### config.mk
export PLATFORM = sky130hd
export DESIGN_NAME = lcd_cmd_driver
export DESIGN_NICKNAME = d
export VERILOG_FILES = /design/src/rtl/lcd_cmd_driver.sv
export SDC_FILE = /design/constraint.sdc
export NUM_CORES = 1
export LEC_CHECK = 0
export ABC_AREA = 1
export BUFFER_PORTS_ARGS = -buffer_cell sky130_fd_sc_hd__clkbuf_2
export CAP_MARGIN = 40
export CORE_UTILIZATION = 62
export DETAILED_ROUTE_END_ITERATION = 10
export GPL_TIMING_DRIVEN = 0
export PLACE_DENSITY_LB_ADDON = 0.3
export SLEW_MARGIN = 20
export SYNTH_ARGS = -nofsm -noshare
export SYNTH_HDL_FRONTEND = slang
export SYNTH_SLANG_ARGS = --single-unit
### constraint.sdc
create_clock -name clk_i -period 6.1 [get_ports clk_i]
set_input_delay 0.915 -clock clk_i [delete_from_list [all_inputs] [get_ports clk_i]]
set_output_delay 0.915 -clock clk_i [all_outputs]
set_load 0.01 [all_outputs]
### src/rtl/lcd_cmd_driver.sv
// lcd_cmd_driver: 4-entry {ON, RS, byte} command FIFO feeding an HD44780 write sequencer.
// The FSM paces setup, enable pulse, hold and execution wait for every popped entry.
module lcd_cmd_driver #(
  parameter int SETUP_CYC = 2,
  parameter int PULSE_CYC = 12,
  parameter int HOLD_CYC  = 2,
  parameter int EXEC_CYC  = 2000,
  parameter int LONG_CYC  = 82000
) (
  input  logic        clk_i,
  input  logic        rst_i,
  input  logic        lcd_we_i,
  input  logic [31:0] lcd_wdata_i,
  output logic        lcd_on_o,
  output logic        lcd_rs_o,
  output logic        lcd_rw_o,
  output logic        lcd_en_o,
  output logic [7:0]  lcd_data_o,
  output logic        busy_o,
  output logic        full_o,
  output logic        overflow_o,
  output logic [2:0]  level_o
);

  localparam int MAX_SP  = (SETUP_CYC > PULSE_CYC) ? SETUP_CYC : PULSE_CYC;
  localparam int MAX_SPH = (MAX_SP > HOLD_CYC) ? MAX_SP : HOLD_CYC;
  localparam int MAX_EL  = (EXEC_CYC > LONG_CYC) ? EXEC_CYC : LONG_CYC;
  localparam int MAX_CYC = (MAX_SPH > MAX_EL) ? MAX_SPH : MAX_EL;
  localparam int CW      = $clog2(MAX_CYC) + 1;

  localparam logic [CW-1:0] L_SETUP = CW'(SETUP_CYC - 1);
  localparam logic [CW-1:0] L_PULSE = CW'(PULSE_CYC - 1);
  localparam logic [CW-1:0] L_HOLD  = CW'(HOLD_CYC - 1);
  localparam logic [CW-1:0] L_EXEC  = CW'(EXEC_CYC - 1);
  localparam logic [CW-1:0] L_LONG  = CW'(LONG_CYC - 1);
  localparam logic [CW-1:0] L_ONE   = CW'(1);

  typedef enum logic [2:0] {
    ST_IDLE,
    ST_SETUP,
    ST_PULSE,
    ST_HOLD,
    ST_WAIT
  } state_t;

  state_t        r_state;
  logic [CW-1:0] r_cnt;
  logic          r_en;
  logic          r_on;
  logic          r_rs;
  logic [7:0]    r_data;

  logic [9:0]    r_mem [4];
  logic [1:0]    r_wptr;
  logic [1:0]    r_rptr;
  logic [2:0]    r_count;
  logic          r_ovf;
  logic          r_full;
  logic          r_busy;

  logic          w_push;
  logic          w_pop;
  logic          w_drop;
  logic [2:0]    w_count_next;
  logic          w_fsm_active_next;
  logic          w_long;
  logic [9:0]    w_head;
  logic [9:0]    w_entry;
  logic          w_unused_bits;

  assign w_entry       = {lcd_wdata_i[31], lcd_wdata_i[9], lcd_wdata_i[7:0]};
  assign w_unused_bits = ^{lcd_wdata_i[30:10], lcd_wdata_i[8]};
  assign w_head        = r_mem[r_rptr];

  // Full is judged on the registered count, so a write in a pop cycle at count 4 is dropped.
  assign w_pop  = (r_state == ST_IDLE) && (r_count != 3'd0);
  assign w_push = lcd_we_i && (r_count < 3'd4);
  assign w_drop = lcd_we_i && (r_count >= 3'd4);

  // Clear and home need the long execution wait; everything else uses the normal one.
  assign w_long = !r_rs && ((r_data == 8'h01) || (r_data == 8'h02) || (r_data == 8'h03));

  always_comb begin
    w_count_next = r_count;
    case ({w_push, w_pop})
      2'b10:   w_count_next = r_count + 3'd1;
      2'b01:   w_count_next = r_count - 3'd1;
      default: w_count_next = r_count;
    endcase
  end

  always_comb begin
    w_fsm_active_next = 1'b1;
    case (r_state)
      ST_IDLE: w_fsm_active_next = w_pop;
      ST_WAIT: w_fsm_active_next = (r_cnt != '0);
      default: w_fsm_active_next = 1'b1;
    endcase
  end

  always_ff @(posedge clk_i) begin
    if (w_push) begin
      r_mem[r_wptr] <= w_entry;
    end
  end

  always_ff @(posedge clk_i) begin
    if (rst_i) begin
      r_wptr  <= 2'd0;
      r_rptr  <= 2'd0;
      r_count <= 3'd0;
      r_ovf   <= 1'b0;
      r_full  <= 1'b0;
      r_busy  <= 1'b0;
    end else begin
      if (w_push) begin
        r_wptr <= r_wptr + 2'd1;
      end
      if (w_pop) begin
        r_rptr <= r_rptr + 2'd1;
      end
      if (w_drop) begin
        r_ovf <= 1'b1;
      end
      r_count <= w_count_next;
      r_full  <= (w_count_next == 3'd4);
      r_busy  <= w_fsm_active_next || (w_count_next != 3'd0);
    end
  end

  always_ff @(posedge clk_i) begin
    if (rst_i) begin
      r_state <= ST_IDLE;
      r_cnt   <= '0;
      r_en    <= 1'b0;
      r_on    <= 1'b0;
      r_rs    <= 1'b0;
      r_data  <= 8'h00;
    end else begin
      case (r_state)
        ST_IDLE: begin
          if (w_pop) begin
            {r_on, r_rs, r_data} <= w_head;
            r_cnt   <= L_SETUP;
            r_state <= ST_SETUP;
          end
        end
        ST_SETUP: begin
          if (r_cnt == '0) begin
            r_cnt   <= L_PULSE;
            r_en    <= 1'b1;
            r_state <= ST_PULSE;
          end else begin
            r_cnt <= r_cnt - L_ONE;
          end
        end
        ST_PULSE: begin
          if (r_cnt == '0) begin
            r_cnt   <= L_HOLD;
            r_en    <= 1'b0;
            r_state <= ST_HOLD;
          end else begin
            r_cnt <= r_cnt - L_ONE;
          end
        end
        ST_HOLD: begin
          if (r_cnt == '0) begin
            r_cnt   <= w_long ? L_LONG : L_EXEC;
            r_state <= ST_WAIT;
          end else begin
            r_cnt <= r_cnt - L_ONE;
          end
        end
        ST_WAIT: begin
          if (r_cnt == '0) begin
            r_state <= ST_IDLE;
          end else begin
            r_cnt <= r_cnt - L_ONE;
          end
        end
        default: begin
          r_state <= ST_IDLE;
          r_en    <= 1'b0;
        end
      endcase
    end
  end

  assign lcd_on_o   = r_on;
  assign lcd_rs_o   = r_rs;
  assign lcd_rw_o   = 1'b0;
  assign lcd_en_o   = r_en;
  assign lcd_data_o = r_data;
  assign busy_o     = r_busy;
  assign full_o     = r_full;
  assign overflow_o = r_ovf;
  assign level_o    = r_count;

endmodule

==> results.md <==
- Status: finished, final reports clean
- Worst R2R Start: r_state[0]$_SDFFE_PP0P_
- Share of layout cells above drive strength 1: 13.44%
- Antenna violations before repair: 0
- Clk sinks: 82
- DP HPWL: 6.103 mm
- Num CTS Buffers: 9
- Dpl ws: 3.284 ns
- IO buf count: 29
- Crit path capture type: flip-flop
- Syn Area/Cell: 8.186 sq um
- Vias in the first global route: 2966
- CTS clk-pin slew, worst paths: 0.08 ns
- Synth-to-Final Area Change: 11.37%
- Pleak: 1.862 nW
- CTS Buffer Depth: 2
- Die Area: 0.006551 sq mm
- Metal2 WL: 4.064 mm
- Site row count: 28
- CP required: 6.31 ns
- Pins Over Slew Limit: 0
- Fin Setup TNS: 0 ns
- Ys Warns: 0
- CTS tree: yes
- First-pass GRT wire length: 13.74 mm
- Placer Congestion: 0.8739
- Cts repair resizes: 0
- Worst hold start: lcd_en_o$_SDFFE_PP0P_
- #FFs+latches synth: 82
- Setup bufs post-CTS: 0
- Initial Util: 64.87%
- Clock skew: 0.009076 ns
- Final WL: 8.503 mm
- H-tree level count: 3
- Nets: 559
- CP Launch Type: flip-flop
- Final setup fails: 0
- Pre-antenna DRT Iters: 5
- Post-synthesis instance area: 0.003864 sq mm
- Post-route ant nets: 0
- DR iter-0 viols: 265
- Synthesized net count: 515
- VDD IR max: 0.0003427 V
- Setup WS post-layout: 3.229 ns
- Die span in y: 80.94 microns
- Crit path max fanout: 10
- Hold buffer count at CTS: 0
- DRC viols: 0
- Top layer in use: met4
- Met3 WL: 473 microns
- Worst-margin pin slew: 0.6321 ns
- Slew margin rel.: 57.86%
- DR vias: 3237
- Worst hold-check path type: flip-flop to flip-flop
- Netlist cell types: 33
- Core Footprint: 0.005956 sq mm
- Die width: 80.94 microns
- Routed WL per cell: 14.27 microns
- Largest net degree at the start of global routing: 16
- Final Hold Vio Count: 0
- Period Utilization, post-route: 47.06%
- IO Pins: 53
- CTS Root Cell: clkbuf_8
- Synthesized instance count: 472
- Max frequency: 348.3 MHz
- Global Route Usage Sum: 28.47%
- Worst EP arrival: 3.08 ns
- PwrDens: 560.4 mW/mm^2
- Crit path time final: 2.871 ns
- CP Class: flip-flop to flip-flop
- Number of max-cap violations: 0
- RSZ-0062 raised after global routing: no
- Remaining Overflow, GRT: 0
- Crit path launch: r_state[0]$_SDFFE_PP0P_
- Antenna Cells: 0
- Clock Latency Late Sink: 0.35 ns
- Post-DR vias/cell: 5.431
- Met1 WL: 3.838 mm
- Register area share after synthesis: 52.85%
## logic make-up after synthesis
logic type	count (synthesis)	share of synthesized area, %
compound gates	81	11.43
fa+ha+maj	8	2.785
simple gates	226	24.26
buf+inv	68	7.221
xor+xnor	6	1.360
other cells	1	0.09706
flops	82	52.85
## path summary, 6_finish.rpt
path / to / slack, ns / depth (start not counted)
worst min register to register: lcd_en_o$_SDFFE_PP0P_ / 0.46 / 2
worst min-delay path: lcd_en_o$_SDFFE_PP0P_ / 0.46 / 2
worst max-delay path: busy_o$_SDFF_PP0_ / 3.23 / 14
worst max register to register: busy_o$_SDFF_PP0_ / 3.23 / 14
## cells in the mapped netlist, drive strengths merged
master | instances | share of area [%]
ha | 7 | 2.3
a21oi | 24 | 3.5
or2 | 1 | 0.16
nand4 | 2 | 0.32
nor3 | 3 | 0.39
nand3 | 25 | 3.5
buf | 6 | 1.2
dfxtp | 42 | 22
conb | 1 | 0.097
nand2 | 93 | 9.2
clkbuf | 9 | 0.87
a31oi | 11 | 1.8
nor2 | 100 | 10
nand3b | 1 | 0.19
o21bai | 3 | 0.58
fa | 1 | 0.52
xnor2 | 3 | 0.68
inv | 53 | 5.1
o21ai | 43 | 5.6
xor2 | 3 | 0.68
edfxtp | 40 | 31
and3 | 1 | 0.16
## cells in the final DEF, fill, tap and decap left out, types with 4 or more instances in the layout
cell,Yosys,final
clkbuf_2,0,29
buf_4,1,5
a31oi_1,11,11
nand3_1,23,23
a21oi_2,4,4
a21oi_1,20,20
ha_1,7,7
clkbuf_8,0,9
nor2_1,93,93
o21ai_0,41,41
inv_1,51,51
nor2_2,6,6
edfxtp_1,40,40
clkbuf_1,9,10
nand2_1,90,90
dfxtp_1,42,42
## area by class of cell
type / count / area (sq um)
flip-flops and latches: 82 / 2042
fillers: 465 / 1653
multi-input cells: 322 / 1543
inverters: 53 / 198.9
repair buffers: 33 / 175.2
clock buffers: 10 / 127.6
well taps: 75 / 93.84
plain buffers: 15 / 80.08
clock inverters: 6 / 42.54
## sequential cells by signal, indices dropped and copies added, names as in the netlist, 2 cells and up
| signal | flops |
|---|---|
| r_wptr | 2 |
| r_state | 3 |
| lcd_data_o | 8 |
| r_mem | 40 |
| r_rptr | 2 |
| r_cnt | 18 |
| level_o | 3 |
## critical path, stage by stage, from the launching register on
cell and delay [ns]:
dfxtp_1 0.38, nor2_2 0.14, inv_1 0.07, nor2_1 0.09, nand2_1 0.13, inv_1 0.13
clkbuf_1 0.46, ha_1 0.25, inv_1 0.07, fa_1 0.49, nor2_1 0.05, a21oi_1 0.16
nand2_1 0.12, a21oi_1 0.12, a21oi_1 0.08
## metal layers
metal	global-route usage, %	up-vias
li1	-	1620
met1	37.48	1499
met2	43.95	106
met3	7.528	12
met4	12.86	0
met5	0	-
## through the flow
stage | cells | utilization (%) | hold WS, ns | total power, mW | area [sq um]
finish | 596 | 72.25 | 0.4628 | 2.411 | 4303
global route | 596 | 72.25 | 0.4899 | 2.619 | 4303
CTS | 596 | 72.25 | 0.4680 | 2.396 | 4303
detailed placement | 580 | 69.39 | 0.4553 | 2.045 | 4133
global placement | 576 | 68.89 | 0.4510 | 1.991 | 4103
floorplan | 472 | - | 0.4565 | 1.728 | 3864
## power by group
| group | total, mW | internal (mW) | switching (mW) |
|---|---|---|---|
| clock | 0.346 | 0.149 | 0.198 |
| sequential | 0.786 | 0.701 | 0.0850 |
| combinational | 1.28 | 0.420 | 0.859 |
(Power assumes the default switching activity.)
